--- src/rtl/ex_mem.sv ---
// ex_mem: EX/MEM pipeline register.
// Carries the EX-stage result, HI/LO update and load/store request into MEM.
// Also carries the multi-cycle (madd/msub) partial result and its cycle count
// back to EX while EX is stalled.
// Widths: RegBus=32, RegAddrBus=5, AluOpBus=8, DoubleRegBus=64.
module ex_mem (
  input  logic        clk,
  input  logic        rst,
  input  logic [5:0]  stall,
  input  logic        flush,
  input  logic [4:0]  ex_wd,
  input  logic        ex_wreg,
  input  logic [31:0] ex_wdata,
  input  logic        ex_whilo,
  input  logic [31:0] ex_hi,
  input  logic [31:0] ex_lo,
  input  logic [7:0]  ex_aluop,
  input  logic [31:0] ex_mem_addr,
  input  logic [31:0] ex_reg2,
  input  logic [63:0] hilo_i,
  input  logic [1:0]  cnt_i,
  output logic [4:0]  mem_wd,
  output logic        mem_wreg,
  output logic [31:0] mem_wdata,
  output logic        mem_whilo,
  output logic [31:0] mem_hi,
  output logic [31:0] mem_lo,
  output logic [7:0]  mem_aluop,
  output logic [31:0] mem_mem_addr,
  output logic [31:0] mem_reg2,
  output logic [63:0] hilo_o,
  output logic [1:0]  cnt_o
);

  // Per-edge action: flush > bubble > advance > hold.
  typedef enum logic [1:0] {
    ACT_HOLD    = 2'd0,
    ACT_ADVANCE = 2'd1,
    ACT_BUBBLE  = 2'd2,
    ACT_FLUSH   = 2'd3
  } act_t;

  act_t act;

  // Decode the stall/flush inputs into one action.
  // A stall of MEM without EX (stall[3]=0, stall[4]=1) falls into advance.
  always_comb begin
    act = ACT_HOLD;
    if (flush)
      act = ACT_FLUSH;
    else if (stall[3] && !stall[4])
      act = ACT_BUBBLE;
    else if (!stall[3])
      act = ACT_ADVANCE;
  end

  // Pipeline register with asynchronous clear.
  always_ff @(posedge clk or posedge rst) begin
    if (rst) begin
      mem_wd       <= '0;
      mem_wreg     <= 1'b0;
      mem_wdata    <= '0;
      mem_whilo    <= 1'b0;
      mem_hi       <= '0;
      mem_lo       <= '0;
      mem_aluop    <= '0;
      mem_mem_addr <= '0;
      mem_reg2     <= '0;
      hilo_o       <= '0;
      cnt_o        <= '0;
    end else begin
      case (act)
        ACT_FLUSH: begin
          mem_wd       <= '0;
          mem_wreg     <= 1'b0;
          mem_wdata    <= '0;
          mem_whilo    <= 1'b0;
          mem_hi       <= '0;
          mem_lo       <= '0;
          mem_aluop    <= '0;
          mem_mem_addr <= '0;
          mem_reg2     <= '0;
          hilo_o       <= '0;
          cnt_o        <= '0;
        end
        ACT_BUBBLE: begin
          // Inject a no-write bubble into MEM.
          // Keep the multi-cycle op's partial result flowing back to EX.
          mem_wd       <= '0;
          mem_wreg     <= 1'b0;
          mem_wdata    <= '0;
          mem_whilo    <= 1'b0;
          mem_hi       <= '0;
          mem_lo       <= '0;
          mem_aluop    <= '0;
          mem_mem_addr <= '0;
          mem_reg2     <= '0;
          hilo_o       <= hilo_i;
          cnt_o        <= cnt_i;
        end
        ACT_ADVANCE: begin
          mem_wd       <= ex_wd;
          mem_wreg     <= ex_wreg;
          mem_wdata    <= ex_wdata;
          mem_whilo    <= ex_whilo;
          mem_hi       <= ex_hi;
          mem_lo       <= ex_lo;
          mem_aluop    <= ex_aluop;
          mem_mem_addr <= ex_mem_addr;
          mem_reg2     <= ex_reg2;
          hilo_o       <= '0;
          cnt_o        <= '0;
        end
        default: ; // hold
      endcase
    end
  end

endmodule

--- config.mk ---
export PLATFORM = sky130hd
export DESIGN_NAME = ex_mem
export DESIGN_NICKNAME = d
export VERILOG_FILES = /design/src/rtl/ex_mem.sv
export SDC_FILE = /design/constraint.sdc
export NUM_CORES = 1
export LEC_CHECK = 0
export ABC_AREA = 1
export CAP_MARGIN = 20
export CORE_AREA = 2 2 193 195
export CTS_CLUSTER_DIAMETER = 150
export DETAILED_ROUTE_END_ITERATION = 6
export DIE_AREA = 0 0 195 197
export GPL_ROUTABILITY_DRIVEN = 0
export PLACE_DENSITY = 0.66
export SYNTH_ARGS = -nofsm -noshare
export SYNTH_HDL_FRONTEND = slang
export SYNTH_SLANG_ARGS = --single-unit
export TNS_END_PERCENT = 1
--- constraint.sdc ---
create_clock -name clk -period 10.5 [get_ports clk]
set_clock_uncertainty 0.05 [all_clocks]
set_input_delay 2.1 -clock clk [delete_from_list [all_inputs] [get_ports clk]]
set_output_delay 2.1 -clock clk [all_outputs]
set_load 0.01 [all_outputs]
==> flow_summary.ini <==
[status]
outcome = completed

[hold_path]
holdCritPathClass = flop to flop
timing.hold.worst_endpoint = mem_hi[22]$_DFFE_PP0P_
holdCritStartpoint = mem_hi[22]$_DFFE_PP0P_
whs_path_depth = 2

[grt]
antenna_found_initial = 0
grt_max_degree = 106
grt.total_usage = 0.176
vias_in_the_first_global_route = 9793
grt-ovfl-total = 0
grt_pass1_wl_um = 54800

[place]
placement.cell_area_um2 = 14900
post-place-cells = 1950
preCtsSetupSlack_ns = 6.00
dpl.hpwl_um = 23300
numPortBuffers = 486

[pwr]
power.ir.vdd_worst_v = 0.000118
sequentialPowerShare = 0.431
power_frac_clock = 0.427
power.static_leakage_nw = 7.39
p_int_mw = 1.73
report.power.total_mw = 2.30
netSwitchingFraction = 0.247
power_density_nw_per_um2 = 145
portion_of_total_power_attributed_to_combinational_logic = 0.142
switching_power_uw = 569

[clock_tree]
max-clock-path-buffers = 3
post-cts-setup-buffer-count = 0
cts_made_buffers = 28
cts_sinks = 241
clk-insertion-delay-late_ns = 0.54
path_clk_slew_ns = 0.06
h-tree-depth = 1
clock_tree.root_cell = sky130_fd_sc_hd__clkbuf_16
tritoncts = built
post_cts.resized_instances = 0
post_cts_hold_buffer_count = 0

[worst_setup_path]
reg2reg_depth = 2
timing.rr.end = hilo_o[33]$_DFFE_PP0P_
worstPathArrival_ns = 4.36
cp_data_required_time_ns = 10.93
setup.worst_path.class = input pin to flop
cp_max_fo = 87
end_kind = flop
cpMaxStageDelayCell = sky130_fd_sc_hd__buf_4
start_kind = input pin
worst_path_cell_trace = clkdlybuf4s50_1 -> nor2_4 -> buf_4 -> nand2_1 -> nand2_1
cpPeakStageDelay_ns = 0.79
timing.critical_path.from = flush
crit-reg2reg-launch = hilo_o[33]$_DFFE_PP0P_
worst_path_most_repeated_cell = sky130_fd_sc_hd__nand2_1
register_to_register_setup_slack_ns = 9.72

[logic_synthesis]
async_reset_ff_frac = 1.00
synth_most_common_cell = sky130_fd_sc_hd__nand2_1
yosys_warnings = 0
mappedNetlistArea_um2 = 9920
flip_flop_and_latch_count_after_synthesis = 241
synth_edf_count = 0
syn_inst = 1087
synth_area_leaders = sky130_fd_sc_hd__dfrtp_1 (61%), sky130_fd_sc_hd__nand2_1 (18%), sky130_fd_sc_hd__nand4_1 (12%), sky130_fd_sc_hd__buf_2 (3.6%), sky130_fd_sc_hd__a21oi_1 (2.9%)
ys_types = 11
synth.cells.most_frequent = sky130_fd_sc_hd__nand2_1 (483), sky130_fd_sc_hd__dfrtp_1 (241), sky130_fd_sc_hd__nand4_1 (183), sky130_fd_sc_hd__buf_2 (72), sky130_fd_sc_hd__a21oi_1 (58)
synth_fp_nets = 1337
synth_top_area_cell = sky130_fd_sc_hd__dfrtp_1
synth_largest_type_area_fraction = 0.608
part_of_the_yosys_area_used_for_sequential_elements = 0.608
synth_area_per_cell_um2 = 9.13
postSynth.topFlopCell = sky130_fd_sc_hd__dfrtp_1

[routing]
drt-total-wl_um = 34900
routed_via_density = 4.77
post_drt_wl_per_cell_um = 17.4
drt_iter0_drc = 511
remaining_drc_errors = 0
ant_nets = 0
firstDrtPassIters = 5
vias = 9535

[floorplan]
overall_die_width_um = 195
die_h_um = 197
ios = 491
die_area_um2 = 38400
floorplan.initialDensity = 0.274
floorplan.rows = 70
fp.coreArea_um2 = 36300

[layout]
postLayoutCellArea_um2 = 15900
multi_input_area_um2 = 3300
layout.area.seq_um2 = 6030
n_antenna_cell = 0
post_layout_nonfiller_instances = 2001
net_count_of_the_finished_layout = 1764
final_layout_size_suffix_gt1_frac = 0.0398
layout-area-overhead-vs-synth_pct = 59.9
finish.utilization = 0.438
fillCellCount = 3549

[sta]
post-route-period-util = 0.374
grt_setup_unrepaired = false
period_needed_ns = 3.93
fmax_mhz = 255
final.hold.worst_slack_ns = 0.462
drv_slew = 0
timing.setup.tns_ns = 0
timing.final.setup_violations = 0
tightestPinTransition_ns = 1.01
setup_ws_ns = 6.57
slew_headroom = 0.324
final_hold_viol_count = 0

[flow_run]
drv.max_cap_violation_count = 0
[layout make-up]
class                   count  area share
repair buffers            497       0.314
multi-input cells         734       0.208
flip-flops and latches    241       0.380
clock inverters             8     0.00591
clock buffers              41      0.0523
inverters                  12     0.00347
well taps                 468      0.0369
[critical path, delay by kind of cell]
kind | cells | cell delay, ns
buffers and inverters | 2 | 1.33
and+or+nand+nor | 3 | 0.85
[power by group through the flow]
stage | Clock (mW) | Combinational (mW) | Sequential, mW
after floorplan | 0 | 0.105 | 1.02
after global placement | 0 | 0.327 | 1.00
after detailed placement | 0 | 0.329 | 1.01
after CTS | 1.01 | 0.330 | 0.990
after global routing | 1.05 | 0.355 | 0.995
final | 0.982 | 0.327 | 0.990
[metal layers]
metal,GRT usage,part of all wire,vias up
met3,0.0601,0.094,66
met1,0.210,0.39,4600
met2,0.300,0.49,398
met5,0,0,-
met4,0.0577,0.033,0
li1,-,-,4471
[sequential cells by signal, summed over array words and instances (netlist names)]
name and flops:
mem_hi 32, mem_wdata 32, mem_aluop 8, cnt_o 2, mem_wreg 1, mem_mem_addr 32, mem_reg2 32, hilo_o 64
mem_whilo 1, mem_wd 5, mem_lo 32
[worst max-delay path by stage]
stage,endpoint,cells after the start
after floorplan,cnt_o[0]$_DFFE_PP0P_,1
after global placement,mem_wdata[5]$_DFFE_PP0P_,5
after detailed placement,mem_reg2[1]$_DFFE_PP0P_,5
after CTS,mem_reg2[1]$_DFFE_PP0P_,5
after global routing,mem_reg2[1]$_DFFE_PP0P_,5
final,mem_wdata[5]$_DFFE_PP0P_,5
[kinds of logic (layout without fill, tap and decap cells)]
| kind of cell | Yosys count | count (layout) | synth area share |
|---|---|---|---|
| flip-flops | 241 | 241 | 0.608 |
| buffers and inverters | 112 | 558 | 0.0605 |
| AO/OA/AOI/OAI | 58 | 58 | 0.0292 |
| AND/OR/NAND/NOR | 676 | 676 | 0.303 |
[placed cells by master, fill, tap and decap left out]
master	count
sky130_fd_sc_hd__inv_2	1
sky130_fd_sc_hd__a21oi_1	58
sky130_fd_sc_hd__dfrtp_1	241
sky130_fd_sc_hd__buf_16	1
sky130_fd_sc_hd__clkinv_2	5
sky130_fd_sc_hd__clkinv_4	1
sky130_fd_sc_hd__clkbuf_16	29
sky130_fd_sc_hd__nand2_1	482
sky130_fd_sc_hd__clkbuf_1	6
sky130_fd_sc_hd__inv_8	1
sky130_fd_sc_hd__nor2_1	9
sky130_fd_sc_hd__buf_6	2
sky130_fd_sc_hd__nand2_2	1
sky130_fd_sc_hd__inv_4	1
sky130_fd_sc_hd__inv_1	9
sky130_fd_sc_hd__nand4_1	183
sky130_fd_sc_hd__buf_12	1
sky130_fd_sc_hd__clkdlybuf4s50_1	484
sky130_fd_sc_hd__nor2_4	1
sky130_fd_sc_hd__clkbuf_8	6
sky130_fd_sc_hd__bufinv_16	2
sky130_fd_sc_hd__buf_4	9
Note: power is estimated with default switching activity, not from simulation.
